File: src/rtl/hs_mem_arb_pkg.sv
// Shared types and the round-robin pick function for the hs_mem arbiters.
// rr_pick is sized for the largest supported requester count so DPRAM variants can reuse it.
package hs_mem_arb_pkg;

    typedef enum logic {
        ARB    = 1'b0,
        LOCKED = 1'b1
    } arb_state_e;

    localparam int RR_MAX_REQ = 16;
    localparam int RR_IDX_W   = 4;

    typedef struct packed {
        logic                found;
        logic [RR_IDX_W-1:0] idx;
    } rr_pick_t;

    // First set bit of valid at or after ptr, wrapping at num (which need not be a power of 2).
    function automatic rr_pick_t rr_pick(input logic [RR_MAX_REQ-1:0] valid,
                                         input logic [RR_IDX_W-1:0]   ptr,
                                         input int                    num);
        rr_pick_t r;
        int       j;
        r = '0;
        for (int k = 0; k < RR_MAX_REQ; k++) begin
            if (!r.found && k < num) begin
                j = int'(ptr) + k;
                if (j >= num) j = j - num;
                if (valid[RR_IDX_W'(j)]) begin
                    r.found = 1'b1;
                    r.idx   = RR_IDX_W'(j);
                end
            end
        end
        return r;
    endfunction

endpackage

File: src/rtl/hs_mem_spram_rr_arb_if.sv
// Requester-side bus of the shared-RAM arbiter: per-port request lanes plus
// one-hot read strobes and a shared read-data bus.
interface hs_mem_spram_rr_arb_if #(
    parameter int  NUM_REQ    = 4,
    parameter int  ADDR_WIDTH = 4,
    parameter int  IDX_WIDTH  = 2,
    parameter type DATA_TYPE  = logic [7:0]
);
    logic [NUM_REQ-1:0]                 req_valid;
    logic [NUM_REQ-1:0]                 req_ready;
    logic [NUM_REQ-1:0]                 req_wen;
    logic [NUM_REQ-1:0]                 req_lock;
    logic [NUM_REQ-1:0][ADDR_WIDTH-1:0] req_addr;
    DATA_TYPE                           req_wdata [NUM_REQ];
    logic [NUM_REQ-1:0]                 rsp_valid;
    DATA_TYPE                           rsp_rdata;
    logic [IDX_WIDTH-1:0]               grant_idx;

    modport master (
        output req_valid, req_wen, req_lock, req_addr, req_wdata,
        input  req_ready, rsp_valid, rsp_rdata, grant_idx
    );

    modport slave (
        input  req_valid, req_wen, req_lock, req_addr, req_wdata,
        output req_ready, rsp_valid, rsp_rdata, grant_idx
    );
endinterface

File: src/rtl/hs_mem_spram_asyncrd.sv
// Single-port RAM: synchronous write, combinational read. Contents are not reset.
module hs_mem_spram_asyncrd #(
    parameter type DATA_TYPE  = logic [7:0],
    parameter int  DATA_DEPTH = 16
) (
    input  logic                          clk,
    input  logic                          wen,
    input  logic [$clog2(DATA_DEPTH)-1:0] addr,
    input  DATA_TYPE                      wdata,
    output DATA_TYPE                      rdata
);
    DATA_TYPE mem [DATA_DEPTH];

    always_ff @(posedge clk) begin
        if (wen) mem[addr] <= wdata;
    end

    assign rdata = mem[addr];
endmodule

File: src/rtl/hs_mem_spram_rr_arb.sv
// Round-robin arbiter sharing one async-read SPRAM among NUM_REQ requesters,
// with bounded lock (burst) grants and a registered one-cycle read response.
module hs_mem_spram_rr_arb
    import hs_mem_arb_pkg::*;
#(
    parameter type DATA_TYPE  = logic [7:0],
    parameter int  DATA_DEPTH = 16,
    parameter int  NUM_REQ    = 4,
    parameter int  MAX_LOCK   = 8
) (
    input logic                  clk,
    input logic                  rst,
    hs_mem_spram_rr_arb_if.slave bus
);
    localparam int                   ADDR_WIDTH = $clog2(DATA_DEPTH);
    localparam int                   IDX_WIDTH  = $clog2(NUM_REQ);
    localparam logic [7:0]           LOCK_MAX   = 8'(MAX_LOCK);
    localparam logic [IDX_WIDTH-1:0] LAST_IDX   = IDX_WIDTH'(NUM_REQ - 1);

    arb_state_e           state, state_nxt;
    logic [IDX_WIDTH-1:0] owner, owner_nxt, rr_ptr, g;
    logic [7:0]           lock_cnt, lock_cnt_nxt;
    rr_pick_t             pick;
    logic                 owner_go, acc, acc_wen, acc_rd;
    logic                 ram_wen;
    logic [ADDR_WIDTH-1:0] ram_addr;
    DATA_TYPE             ram_wdata, ram_rdata;

    // Grant selection: a locked owner that is still valid wins outright; otherwise
    // arbitrate in the same cycle, so dropping the owner costs no bubble.
    always_comb begin
        pick     = rr_pick(RR_MAX_REQ'(bus.req_valid), RR_IDX_W'(rr_ptr), NUM_REQ);
        owner_go = (state == LOCKED) && bus.req_valid[owner];
        g        = owner_go ? owner : IDX_WIDTH'(pick.idx);
        acc      = !rst && (owner_go || pick.found);
        acc_wen  = acc && bus.req_wen[g];
        acc_rd   = acc && !bus.req_wen[g];
    end

    always_ff @(posedge clk or posedge rst) begin
        if (rst) begin
            state    <= ARB;
            owner    <= '0;
            lock_cnt <= '0;
        end else begin
            state    <= state_nxt;
            owner    <= owner_nxt;
            lock_cnt <= lock_cnt_nxt;
        end
    end

    always_comb begin
        state_nxt    = ARB;
        owner_nxt    = owner;
        lock_cnt_nxt = '0;
        if (acc && bus.req_lock[g]) begin
            if (owner_go) begin
                if (lock_cnt + 8'd1 < LOCK_MAX) begin
                    state_nxt    = LOCKED;
                    lock_cnt_nxt = lock_cnt + 8'd1;
                end
            end else if (MAX_LOCK > 1) begin
                state_nxt    = LOCKED;
                owner_nxt    = g;
                lock_cnt_nxt = 8'd1;
            end
        end
    end

    always_comb begin
        bus.req_ready = '0;
        if (acc) bus.req_ready[g] = 1'b1;
        ram_wen   = acc_wen;
        ram_addr  = bus.req_addr[g];
        ram_wdata = bus.req_wdata[g];
    end

    // rr_ptr follows every accept, so during a lock it naturally sits at owner+1.
    always_ff @(posedge clk or posedge rst) begin
        if (rst) begin
            rr_ptr        <= '0;
            bus.grant_idx <= '0;
            bus.rsp_valid <= '0;
            bus.rsp_rdata <= '0;
        end else begin
            bus.rsp_valid <= '0;
            if (acc) begin
                rr_ptr        <= (g == LAST_IDX) ? '0 : g + IDX_WIDTH'(1);
                bus.grant_idx <= g;
            end
            if (acc_rd) begin
                bus.rsp_valid[g] <= 1'b1;
                bus.rsp_rdata    <= ram_rdata;
            end
        end
    end

    hs_mem_spram_asyncrd #(
        .DATA_TYPE  (DATA_TYPE),
        .DATA_DEPTH (DATA_DEPTH)
    ) u_ram (
        .clk   (clk),
        .wen   (ram_wen),
        .addr  (ram_addr),
        .wdata (ram_wdata),
        .rdata (ram_rdata)
    );
endmodule
File: src/flat_wrapper.sv
// flat-port wrapper written by rule: the top's interface ports become plain ports
module hs_mem_spram_rr_arb_flat import hs_mem_arb_pkg::*;
#(
    parameter type DATA_TYPE  = logic [7:0],
    parameter int  DATA_DEPTH = 16,
    parameter int  NUM_REQ    = 4,
    parameter int  MAX_LOCK   = 8
)
  (clk, rst, bus_req_valid, bus_req_wen, bus_req_lock, bus_req_addr, bus_req_wdata, bus_req_ready, bus_rsp_valid, bus_rsp_rdata, bus_grant_idx);
  hs_mem_spram_rr_arb_if #(.NUM_REQ(NUM_REQ), .DATA_TYPE(DATA_TYPE)) bus_i ();
  input logic clk;
  input logic rst;
  input wire logic [$bits(bus_i.req_valid)-1:0] bus_req_valid;
  input wire logic [$bits(bus_i.req_wen)-1:0] bus_req_wen;
  input wire logic [$bits(bus_i.req_lock)-1:0] bus_req_lock;
  input wire logic [$bits(bus_i.req_addr)-1:0] bus_req_addr;
  input wire logic [$bits(bus_i.req_wdata)-1:0] bus_req_wdata;
  output wire logic [$bits(bus_i.req_ready)-1:0] bus_req_ready;
  output wire logic [$bits(bus_i.rsp_valid)-1:0] bus_rsp_valid;
  output wire logic [$bits(bus_i.rsp_rdata)-1:0] bus_rsp_rdata;
  output wire logic [$bits(bus_i.grant_idx)-1:0] bus_grant_idx;
  assign bus_i.req_valid = bus_req_valid;
  assign bus_i.req_wen = bus_req_wen;
  assign bus_i.req_lock = bus_req_lock;
  assign bus_i.req_addr = bus_req_addr;
  assign bus_i.req_wdata = {>>{bus_req_wdata}};
  assign bus_req_ready = bus_i.req_ready;
  assign bus_rsp_valid = bus_i.rsp_valid;
  assign bus_rsp_rdata = bus_i.rsp_rdata;
  assign bus_grant_idx = bus_i.grant_idx;
  hs_mem_spram_rr_arb #(.DATA_TYPE(DATA_TYPE), .DATA_DEPTH(DATA_DEPTH), .NUM_REQ(NUM_REQ), .MAX_LOCK(MAX_LOCK)) u_core (.clk(clk), .rst(rst), .bus(bus_i));
endmodule
File: config.mk
export PLATFORM = sky130hd
export DESIGN_NAME = hs_mem_spram_rr_arb_flat
export DESIGN_NICKNAME = d
export VERILOG_FILES = /design/src/rtl/hs_mem_arb_pkg.sv /design/src/rtl/hs_mem_spram_rr_arb_if.sv /design/src/rtl/hs_mem_spram_asyncrd.sv /design/src/rtl/hs_mem_spram_rr_arb.sv /design/src/flat_wrapper.sv
export SDC_FILE = /design/constraint.sdc
export NUM_CORES = 1
export LEC_CHECK = 0
export BUFFER_PORTS_ARGS = -buffer_cell sky130_fd_sc_hd__buf_4
export CORE_MARGIN = 10
export CORE_UTILIZATION = 25
export CTS_BUF_LIST = sky130_fd_sc_hd__clkbuf_4 sky130_fd_sc_hd__clkbuf_8 sky130_fd_sc_hd__clkbuf_16
export DETAILED_ROUTE_END_ITERATION = 10
export GPL_TIMING_DRIVEN = 0
export SETUP_SLACK_MARGIN = 0.05
export SYNTH_ARGS = -nofsm -noshare
export SYNTH_HDL_FRONTEND = slang
export SYNTH_SLANG_ARGS = --single-unit
File: constraint.sdc
create_clock -name clk -period 3.73 [get_ports clk]
set_input_delay 0.1865 -clock clk [delete_from_list [all_inputs] [get_ports clk]]
set_output_delay 0.1865 -clock clk [all_outputs]
set_load 0.05 [all_outputs]
# --- Yosys cells after proc, flatten, opt, wreduce, memory -nomap -nowiden ---
# Memories as Yosys holds them, arrays and structs flattened. A register that Yosys moved wholly into a read port is not among the register bits.
# Index checks and enable logic that the tools add are counted.
totals:
  regBits: 19
  latchBits: 0
  mem_bits_rw: 128
  romBits: 0
  inputBits: 62
  elab_cells: 93
  memories: 1
op_classes:
  n_addsub: 9
  multipliers: 0
  div: 0
  n_lt_le_gt_ge: 13
  eq_ne: 1
  shift: 0
  mux: 51
  bitwise: 2
  reduce_logical: 10
mem_list:
  columns: ["name", "words", "width", "read_ports", "rd_clocked_by_memory_dff", "wr", "line", "source"]
  rows:
  - ["u_core.u_ram.mem", 16, 8, 1, 1, 1, "hs_mem_spram_asyncrd.sv:12", "DATA_TYPE mem [DATA_DEPTH];"]
ops:
  columns: ["op", "n"]
  rows:
  - ["$ge 32x4->1 const B", 3]
  - ["$mux 4", 10]
  - ["$mux 8", 5]
  - ["$mux 5", 7]
  - ["$lt 4x6->1 const B", 4]
  - ["$mux 1", 17]
  - ["$bmux 1 s4", 4]
  - ["$bmux 8 s2", 1]
  - ["$sub 4x4->4 const B", 3]
  - ["$add 8x1->8 const B", 1]
  - ["$bmux 4 s2", 1]
  - ["$lt 8x4->1 const B", 1]
  - ["$add 2x2->3 const B", 2]
  - ["$bmux 1 s2", 3]
  - ["$logic_and 1x1->1", 6]
  - ["$lt 2x3->1 const B", 2]
  - ["$mux 2", 2]
  - ["$sub 2x3->4 const B", 1]
  - ["$add 2x1->3 const B", 1]
  - ["$ge 2x3->1 const B", 1]
  - ["$ge 3x3->1 const B", 1]
  - ["$not 2->3", 1]
  - ["$add 2x1->2 const B", 1]
  - ["$demux 1 s2", 1]
  - ["6 further kinds", 7]

# --- Longest topological paths before layout ---
# Gate-level depths: netlist (run 1).
depth:
  word_depth: 30
  ltp_mapped: 17
  depth_no_buf: 13

# --- By module ---
# Synthesis (run 1) repeated with hierarchy kept, for this count alone.
unflattened:
  hier_cells: 441
  hier_area_um2: 7200.7
modules_own_cells:
  columns: ["module", "n_inst", "cells_each", "area_each_um2", "seq_area_each_um2"]
  rows:
  - ["hs_mem_spram_asyncrd", 1, 222, 4907.2, 3843.7]
  - ["hs_mem_spram_rr_arb", 1, 219, 2293.4, 675.6]

# --- Worst setup path before layout (run 1) ---
# OpenSTA, ideal clock, no wires.
synth_path:
  kind: "reg-to-reg"
  from: "register u_core.rr_ptr[0]"
  to: "memory u_core.u_ram.mem[12][0] in the netlist's numbering, enable pin"
  setup_time_ns: 0.383
  arrival_time_ns: 3.598
  t_required_ns: 3.347
  path_slack_ns: -0.252
  path_stages_with_launch: 16
  n_path_buf: 5
  cell_sequence: "dfrtp_1 buf_6 inv_2 ha_1 buf_2 mux2i_1 nor2_1 o32a_4 or4_4 nand3_2 and3_1 buf_4 nor2_2 buf_6 buf_2 nor3_1"
synth_via:
  elab_chain_len: 19
synth_lines:
  columns: ["element", "line", "source"]
  rows:
  - ["from (decl)", "hs_mem_spram_rr_arb.sv:21", "logic [IDX_WIDTH-1:0] owner, owner_nxt, rr_ptr, g;"]
  - ["from (signal assigned)", "hs_mem_spram_rr_arb.sv:88", "rr_ptr <= (g == LAST_IDX) ? '0 : g + IDX_WIDTH'(1);"]
  - ["$add 2x1->3", "hs_mem_arb_pkg.sv:27", "j = int'(ptr) + k;"]
  - ["$ge 32x4->1 / $sub 4x4->4 (equally long branches)", "hs_mem_arb_pkg.sv:28", "if (j >= num) j = j - num;"]
  - ["$mux 4", "hs_mem_arb_pkg.sv:28", null]
  - ["$mux 4", "hs_mem_arb_pkg.sv:26", "if (!r.found && k < num) begin"]
  - ["$bmux 1 s4", "hs_mem_arb_pkg.sv:29", "if (valid[RR_IDX_W'(j)]) begin"]
  - ["$mux 1 (implied by the code) (2 in series)", "hs_mem_arb_pkg.sv:29", null]
  - ["$mux 5", "hs_mem_arb_pkg.sv:29", null]
  - ["$mux 5", "hs_mem_arb_pkg.sv:26", null]
  - ["[... 2 more ...]", null, null]
  - ["$mux 5", "hs_mem_arb_pkg.sv:29", null]
  - ["$mux 5 (*)", "hs_mem_arb_pkg.sv:26", null]
  - ["$mux 2", "hs_mem_spram_rr_arb.sv:34", "g = owner_go ? owner : IDX_WIDTH'(pick.idx);"]
  - ["$bmux 1 s2", "hs_mem_spram_rr_arb.sv:36", "acc_wen = acc && bus.req_wen[g];"]
  - ["$mux 1 (implied by the code)", "hs_mem_spram_rr_arb.sv:36", null]
  - ["$logic_and 1x1->1", "hs_mem_spram_rr_arb.sv:36", null]
  - ["$mux 1", "hs_mem_spram_asyncrd.sv:15", "if (wen) mem[addr] <= wdata;"]
  - ["$mux 1 (implied by the code)", "hs_mem_spram_asyncrd.sv:15", null]
  - ["to (decl)", "hs_mem_spram_asyncrd.sv:12", null]
# Every way passes the cells marked *; elsewhere a longest branch is shown, timed or not. The select of a mux whose other input is x is not followed.

# --- Worst setup path after layout (run 1) ---
layout_path:
  from: "register u_core.rr_ptr[0]"
  to: "register u_core.bus.rsp_rdata[3] (read register of u_core.u_ram.mem)"
layout_via:
  elab_chain_len: 18
layout_lines:
  columns: ["element", "line", "source"]
  rows:
  - ["$add 2x1->3", "hs_mem_arb_pkg.sv:27", null]
  - ["$ge 32x4->1 / $sub 4x4->4 (equally long branches)", "hs_mem_arb_pkg.sv:28", null]
  - ["$mux 4", "hs_mem_arb_pkg.sv:28", null]
  - ["$mux 4", "hs_mem_arb_pkg.sv:26", null]
  - ["$bmux 1 s4", "hs_mem_arb_pkg.sv:29", null]
  - ["$mux 1 (implied by the code) (2 in series)", "hs_mem_arb_pkg.sv:29", null]
  - ["$mux 5", "hs_mem_arb_pkg.sv:29", null]
  - ["$mux 5", "hs_mem_arb_pkg.sv:26", null]
  - ["$mux 5", "hs_mem_arb_pkg.sv:29", null]
  - ["$mux 5", "hs_mem_arb_pkg.sv:26", null]
  - ["$mux 5", "hs_mem_arb_pkg.sv:29", null]
  - ["$mux 5 (*)", "hs_mem_arb_pkg.sv:26", null]
  - ["$mux 2", "hs_mem_spram_rr_arb.sv:34", null]
  - ["$bmux 1 s2", "hs_mem_spram_rr_arb.sv:37", "acc_rd = acc && !bus.req_wen[g];"]
  - ["$mux 1 (implied by the code)", "hs_mem_spram_rr_arb.sv:37", null]
  - ["$logic_not 1->1", "hs_mem_spram_rr_arb.sv:37", null]
  - ["$logic_and 1x1->1", "hs_mem_spram_rr_arb.sv:37", null]
  - ["to (decl)", "hs_mem_spram_rr_arb_if.sv:26", "output req_ready, rsp_valid, rsp_rdata, grant_idx"]
# Marks and branches as above.
# A chain may end at the register's enable or synchronous reset.

==> flow_summary.ini, run 1 <==
[synthesis]
ys_ff_latch = 155
yosysMostFrequentCell = edfxtp_1
synthTopCellsByArea = edfxtp_1, dfrtp_1, mux2i_1, nand2_1, mux2_2
synthFlopType = edfxtp_1
synth_area_leader_cell = edfxtp_1
synth-compound-area-share = 0.121
syn_area_um2 = 7500
ys_async_sr_fraction = 0.174
synth_area_per_cell_um2 = 12.6
synth_xor_area_frac = 0.00117
yosysSeqAreaShare = 0.602
synth_top_family_by_area = simple AND/OR/NAND/NOR gates
synthAdderAreaFrac = 0.0150
synth_warnings = 0
synth_edf_count = 128
yosys-top-cells-count = edfxtp_1, nand2_1, mux2i_1
synth-simple-area-share = 0.141
synthCells = 597
yosysUniqueCellTypes = 77
synth_top_area_share = 0.512
muxShareOfSynthArea = 0.0842

[cts]
cts_tree = yes
cts.clk_slew.worst_paths_ps = 60
clockBufferDepth = 2
clk_latency_ps = 420
clock-sinks = 155
cts-root-buf = clkbuf_16
h-tree-depth = 4
numCtsBuffers = 17

[sta]
setup_viol = 0
timing.hold.ws_ps = 96.7
fin_skew_ps = 6.80
tns_ps = 0
hold_viol_final = 0
tightestPinTransition_ps = 1150
period_needed_ps = 3680
drv_slew = 0
rsz0062_at_grt = true
finalCritPeriodShare = 0.988
max_freq_mhz = 271
max_slew_margin = 0.231

[route]
route.detailed.drc = 0
route.met3.wl_um = 1440
wl_per_cell_um = 19.3
route.final.wire_length_um = 22300
met2_length_um = 10900
detail-route-antenna-nets = 0
via_count = 5568
vias_per_cell = 4.83
drt_iter0_markers = 506
met1_length_um = 9520
routed.top_layer = met4
firstDrtPassIters = 5

[flow_run]
maxCapViolations = 0

[critical_path]
cp.arrival_ps = 3970
path_cells = buf_8, inv_8, ha_4, buf_6, or2_4, o32ai_4, o31ai_2, a2bb2oi_2, buf_6, a311oi_4, a32oi_4, buf_6, buf_4, mux2i_2, nor3_2, a221oi_4, a41oi_2
startpoint_type = flop
crit_family = compound AO/OA/AOI/OAI gates
cp_max_fo = 8
critPathMostFrequentCell = buf_6
cp_num_cells = 17
cp.required_ps = 4010
critPathBufInv = 6
cp_slowest_cell = dfrtp_2
regToRegSetupSlack_ps = 50
rr_worst_depth = 17
path_class = reg2reg
cp-end-kind = flop
max_stage_delay_ps = 410

[worst_hold_path]
worstHoldPathType = in2async

[finish]
num_antenna_cells = 0
utilization = 0.356
drive_above_1_share = 0.402
nets = 822
syn2layout_area_growth_pct = 40.5

[floorplan]
die_y_um = 193
initial_utilization = 0.253
die_x_um = 193
ios = 80
rows = 63
dieArea_um2 = 37300
core_region_area_um2 = 29600

[global_routing]
grt_max_degree = 28
grt-ovfl-total = 0
track_usage = 0.113
antenna_found_initial = 0
grt_pass1_wl_um = 33100
grt_pass1_vias = 5647

[placed_design]
hpwl_um = 14700
portBuffers = 78
place.gp.congestion = 0.861

[outcome]
status = finished clean
metrics by stage:
stage | instances | area (um2) | setup slack [ps]
floorplan | 601 | 7640 | -46.1
global placement | 1069 | 8720 | -1480
detailed placement | 1070 | 8770 | -1240
CTS | 1135 | 10200 | 43.8
global route | 1153 | 10500 | -27.0
finish | 1153 | 10500 | 45.4
flip-flops by register name, indices dropped and copies added (netlist names):
signal and cells:
u_core.bus.rsp_valid 4, u_core.u_ram.mem 128, u_core.bus.grant_idx 2, u_core.owner 2, u_core.rr_ptr 2, u_core.bus.rsp_rdata 8
u_core.state 1, u_core.lock_cnt 8
cell families (layout without fill, tap and decap cells):
family,count (synthesis),after routing
multiplexers,58,58
AO/OA/AOI/OAI,122,122
other,1,5
buffers and inverters,40,202
flip-flops,155,155
XOR/XNOR,1,1
adder cells (fa/ha/maj),9,9
AND/OR/NAND/NOR,211,211
metal layers:
layer	vias to the layer above	GRT usage
li1	2572	-
met4	0	0.0466
met3	30	0.0287
met2	196	0.183
met5	-	0
met1	2770	0.141
what timing repair did:
item | in CTS | in global routing
buffers inserted | 33 | 17
endpoints found under the hold margin | 0 | 0
pin swaps | 24 | 26
hold buffers | 0 | 0
resized for setup | 84 | 47
cloned | 1 | 1
endpoints found under the setup margin | 280 | 156
final timing paths:
kind | end | startpoint
worst min register to register | u_core.lock_cnt[0] | u_core.lock_cnt[0]
max in group asynchronous | u_core.rr_ptr[0] | rst
min in group clk | u_core.lock_cnt[2] | rst
worst max register to register | u_core.bus.rsp_rdata[3] | u_core.rr_ptr[0]
worst max-delay path | u_core.bus.rsp_rdata[3] | u_core.rr_ptr[0]
worst min-delay path | u_core.owner[0] | rst
cell usage in the layout, fill, tap and decap left out, drive strengths merged, types with 15 or more instances in the layout:
| master | n |
|---|---|
| buf | 156 |
| edfxtp | 128 |
| mux2 | 22 |
| nor2 | 29 |
| o21ai | 22 |
| nand3 | 25 |
| clkbuf | 25 |
| nor2b | 15 |
| dfrtp | 27 |
| a21oi | 28 |
| nor3 | 18 |
| and3 | 21 |
| mux2i | 36 |
| nand2 | 85 |
area by class of cell:
cell class,instances,area [um2]
clock buffers,19,440
inverters,9,43.8
well taps,390,488
repair buffers,131,1140
fillers,2848,19100
clock inverters,12,150
multi-input cells,406,3430
flip-flops and latches,155,4520
plain buffers,31,334
Power of run 1 is left out: the tool's default activity adds up to more than one toggle a clock period on the data nets, which glitch-free logic cannot reach.
==> run 2: changes to the inputs <==
--- a/config.mk
+++ b/config.mk
@@ -11,6 +11,7 @@
 export CTS_BUF_LIST = sky130_fd_sc_hd__clkbuf_4 sky130_fd_sc_hd__clkbuf_8 sky130_fd_sc_hd__clkbuf_16
 export DETAILED_ROUTE_END_ITERATION = 10
 export GPL_TIMING_DRIVEN = 0
+export PLACE_DENSITY = 0.38
 export SETUP_SLACK_MARGIN = 0.05
 export SYNTH_ARGS = -nofsm -noshare
 export SYNTH_HDL_FRONTEND = slang
==> run 2 against run 1 <==
Against the previous run: first-iteration DRC count fell by 27%; largest cell class unchanged; final cell count rose by 1.1%; wire length rose by 9.5%; non-clock buffer count rose by 12; highest routed layer unchanged; sequential share of layout area fell by 1.2 points.
==> flow_summary.ini, run 2 (synthesized netlist as in run 1, its figures left out) <==
[placed_design]
place.gp.congestion = 0.825
dpl-instance-area_um2 = 8800
hpwl_um = 17000
dpl_worst_slack_ps = -1290
portBuffers = 78

[finish]
fill_cells = 2897
nets = 834
num_antenna_cells = 0
final_cell_mix = edfxtp_1, buf_4, nand2_1
fin_area_um2 = 10900
largest_reg_flops = 128
multi_input_area_um2 = 3450
final_common_cell = edfxtp_1
syn2layout_area_growth_pct = 44.7
regArea_um2 = 4520
top_register = u_core.u_ram.mem
drive_above_1_share = 0.423
reg_top3 = u_core.u_ram.mem x128, u_core.bus.rsp_rdata x8, u_core.lock_cnt x8

[floorplan]
core_region_area_um2 = 29600
die_y_um = 193
rows = 63
initial_utilization = 0.253
die_x_um = 193
dieArea_um2 = 37300
ios = 80

[cts]
cts.clk_slew.worst_paths_ps = 70
numCtsBuffers = 17
clk_latency_ps = 430
clockBufferDepth = 2
h-tree-depth = 4
cts_tree = yes
clock-sinks = 155
cts-root-buf = clkbuf_16

[route]
detail-route-antenna-nets = 0
route.final.wire_length_um = 24400
route.detailed.drc = 0
vias_per_cell = 4.67
wl_per_cell_um = 20.9
via_count = 5442
drt_iter0_markers = 369
firstDrtPassIters = 4

[global_routing]
antenna_found_initial = 0
grt_pass1_wl_um = 36900
grt_pass1_vias = 5814
grt_max_degree = 28
track_usage = 0.128
grt-ovfl-total = 0

[flow_run]
maxCapViolations = 0

[critical_path]
cp_max_fo = 8
critPathLaunch = u_core.rr_ptr[0]
startpoint_type = flop
cp.arrival_ps = 3950
worstReg2RegEnd = u_core.bus.rsp_rdata[5]
cp-end-kind = flop
r2r_start = u_core.rr_ptr[0]
rr_worst_depth = 14
cp.required_ps = 4080
crit_path_end = u_core.bus.rsp_rdata[5]
path_class = reg2reg
regToRegSetupSlack_ps = 130

[sta]
finalCritPeriodShare = 0.964
setup_viol = 0
fin_skew_ps = 10.2
period_needed_ps = 3600
drv_slew = 0
max_slew_margin = 0.595
setup_slack_ps = 134
max_freq_mhz = 278
hold_viol_final = 0
rsz0062_at_grt = false
tightestPinTransition_ps = 605

[outcome]
status = finished clean

[worst_hold_path]
worstHoldPathType = in2reg
-- run 2: area by class of cell --
class	count	area share
Buffer	30	0.0319
Timing Repair Buffer	144	0.134
Sequential cell	155	0.416
Multi-Input combinational cell	406	0.318
Inverter	9	0.00449
Clock buffer	19	0.0406
Tap cell	390	0.0449
Clock inverter	13	0.0101
-- run 2: worst min path at each step --
stage | startpoint | cells past startpoint | end
after floorplan | rst | 1 | u_core.bus.grant_idx[0]
after global placement | u_core.lock_cnt[0] | 1 | u_core.lock_cnt[0]
after detailed placement | u_core.lock_cnt[0] | 1 | u_core.lock_cnt[0]
after CTS | rst | 2 | u_core.bus.rsp_valid[3]
after global routing | bus_req_wdata[11] | 3 | u_core.u_ram.mem[13][3]
final | bus_req_wdata[11] | 3 | u_core.u_ram.mem[13][3]
-- run 2: timing repair --
action	4_1_cts	5_1_grt
pin swaps	31	10
endpoints found under the hold margin	0	8
hold buffers	0	1
resized for setup	116	37
gates cloned	0	1
endpoints found under the setup margin	279	222
setup buffers	46	14
-- run 2: routing by layer --
| layer | wire length [um] | share of wire | GRT usage | up-vias |
|---|---|---|---|---|
| met5 | 0 | 0 | 0 | - |
| met3 | 881 | 0.036 | 0.0254 | 12 |
| met2 | 11900 | 0.49 | 0.209 | 101 |
| met1 | 11400 | 0.47 | 0.168 | 2728 |
| met4 | 223 | 0.0091 | 0.0332 | 0 |
| li1 | - | - | - | 2601 |
-- run 2: critical path, stage by stage (launching register included) --
cell and delay [ps]:
dfrtp_2 430, buf_4 180, ha_1 220, nor2b_2 210
or3_4 360, a21o_1 230, o31ai_4 280, buf_4 180
nor2_4 80, inv_4 140, mux2_4 420, or2_1 260
a21oi_1 260, a2111oi_4 90, a31oi_1 170
-- run 2: per-stage QoR --
| step | util | TNS (ps) | std cells | hold WS (ps) |
|---|---|---|---|---|
| 6_report | 0.366 | 0 | 1166 | 265 |
| 5_1_grt | 0.366 | 0 | 1166 | 285 |
| 4_1_cts | 0.353 | 0 | 1150 | 203 |
| 3_5_place_dp | 0.297 | -211800 | 1072 | 515 |
| 3_3_place_gp | 0.294 | -294180 | 1069 | 513 |
| 2_1_floorplan | - | -2360 | 601 | 239 |
Power of run 2 is left out for the same reason.
==> run 3: changes to the inputs <==
--- a/config.mk
+++ b/config.mk
@@ -5,7 +5,7 @@
 export SDC_FILE = /design/constraint.sdc
 export NUM_CORES = 1
 export LEC_CHECK = 0
-export BUFFER_PORTS_ARGS = -buffer_cell sky130_fd_sc_hd__buf_4
+export BUFFER_PORTS_ARGS = -buffer_cell sky130_fd_sc_hd__buf_2
 export CORE_MARGIN = 10
 export CORE_UTILIZATION = 25
 export CTS_BUF_LIST = sky130_fd_sc_hd__clkbuf_4 sky130_fd_sc_hd__clkbuf_8 sky130_fd_sc_hd__clkbuf_16
==> run 3 against run 2 <==
Against the previous run: via count increased by 1.5%; die area unchanged; first-iteration DRC count decreased by 11%; clock skew decreased by 1.8 ps; count of clock-buffer cells in the layout decreased by 2; wire length decreased by 1.2%; critical path depth increased by 3; final cell count about the same; worst hold slack improved by 21 ps; flip-flop and latch count unchanged; register-to-register slack got worse by 50 ps; non-clock buffer count increased by 1; highest routed layer unchanged.
==> flow_summary.ini, run 3 (synthesized netlist as in run 1, its figures left out) <==
[outcome]
status = finished clean

[cts]
cts.clk_slew.worst_paths_ps = 70
cts_tree = yes
h-tree-depth = 4
clock-sinks = 155
clockBufferDepth = 2
clk_latency_ps = 420
cts-root-buf = clkbuf_16
numCtsBuffers = 17

[sta]
fin_skew_ps = 8.44
rsz0062_at_grt = true
max_freq_mhz = 274
setup_viol = 0
max_slew_margin = 0.494
drv_slew = 0
hold_viol_final = 0
timing.hold.ws_ps = 285
finalCritPeriodShare = 0.977
tightestPinTransition_ps = 759
period_needed_ps = 3640

[global_routing]
grt_pass1_vias = 5835
antenna_found_initial = 0
grt_pass1_wl_um = 36000
track_usage = 0.125
grt-ovfl-total = 0
grt_max_degree = 17

[placed_design]
portBuffers = 78
hpwl_um = 17000
placed_cells = 1075
place.gp.congestion = 0.844

[route]
detail-route-antenna-nets = 0
drt_iter0_markers = 329
route.final.wire_length_um = 24100
vias_per_cell = 4.73
via_count = 5521
firstDrtPassIters = 5
route.detailed.drc = 0
wl_per_cell_um = 20.7

[worst_hold_path]
worstHoldPathType = in2reg
holdPathStages = 3

[critical_path]
rr_worst_depth = 17
cp.arrival_ps = 3780
cp_max_fo = 8
startpoint_type = flop
path_class = reg2reg
cp.required_ps = 3860
cp-end-kind = flop

[finish]
top_register = u_core.u_ram.mem
final_cell_mix = edfxtp_1, nand2_1, buf_2
nets = 835
num_antenna_cells = 0
syn2layout_area_growth_pct = 41.4
drive_above_1_share = 0.417
fill_cells = 2890
fin_cells = 1167
reg_top3 = u_core.u_ram.mem x128, u_core.bus.rsp_rdata x8, u_core.lock_cnt x8
final_common_cell = edfxtp_1
largest_reg_flops = 128

[floorplan]
die_y_um = 193
rows = 63
ios = 80
dieArea_um2 = 37300
initial_utilization = 0.253
die_x_um = 193
core_region_area_um2 = 29600

[flow_run]
maxCapViolations = 0
==> run 3: routing by layer <==
| layer | vias to the layer above | part of all wire | track usage | wire length, um |
|---|---|---|---|---|
| met5 | - | 0 | 0 | 0 |
| met4 | 0 | 0.015 | 0.0369 | 357 |
| met3 | 16 | 0.043 | 0.0278 | 1040 |
| met2 | 141 | 0.48 | 0.206 | 11600 |
| met1 | 2756 | 0.46 | 0.160 | 11100 |
| li1 | 2608 | - | - | - |
==> run 3: layout make-up <==
type / instances / area, um2 / area share
Inverter: 9 / 46.3 / 0.00436
Sequential cell: 155 / 4520 / 0.426
Timing Repair Buffer: 144 / 1160 / 0.110
Clock inverter: 15 / 228 / 0.0215
Tap cell: 390 / 488 / 0.0460
Multi-Input combinational cell: 406 / 3380 / 0.319
Buffer: 31 / 358 / 0.0337
Clock buffer: 17 / 425 / 0.0401
==> run 3: metrics by stage <==
step           worst slack, ps  instance area, um2  utilization  TNS, ps
2_1_floorplan            -46.1                7640            -    -2360
3_3_place_gp             -1810                8520        0.288  -290890
3_5_place_dp             -1230                8640        0.292  -204230
4_1_cts                   13.8               10200        0.343        0
5_1_grt                  -12.2               10600        0.358     -115
6_report                  85.8               10600        0.358        0
==> run 3: worst paths after layout <==
path | start | to | slack [ps]
max in group asynchronous | rst | u_core.lock_cnt[6] | 2700
min reg2reg | u_core.bus.grant_idx[1] | u_core.bus.grant_idx[1] | 520
min in group asynchronous | rst | u_core.owner[1] | 480
max | u_core.rr_ptr[0] | u_core.u_ram.mem[2][3] | 90
max reg2reg | u_core.rr_ptr[0] | u_core.u_ram.mem[2][3] | 90
min | bus_req_wdata[11] | u_core.u_ram.mem[14][3] | 290
==> run 3: what timing repair did <==
action	4_1_cts	5_1_grt
endpoints found under the setup margin	279	189
pin swaps	24	26
gates resized for setup	89	60
cloned	2	1
hold buffers	1	0
buffers inserted	37	19
endpoints found under the hold margin	12	0
==> run 3: worst max-delay path: stages, from the launching register on <==
cell and delay, ps:
dfrtp_2 380, buf_8 120, inv_8 50, ha_4 270, buf_6 120, mux2i_4 240, nor2_2 80, o32a_4 340
or4_4 460, nand3_4 120, and3_4 190, buf_6 120, nor2_4 40, buf_6 120, buf_12 130, buf_12 150
nor3_4 240, buf_12 160
Power of run 3 is left out for the same reason.
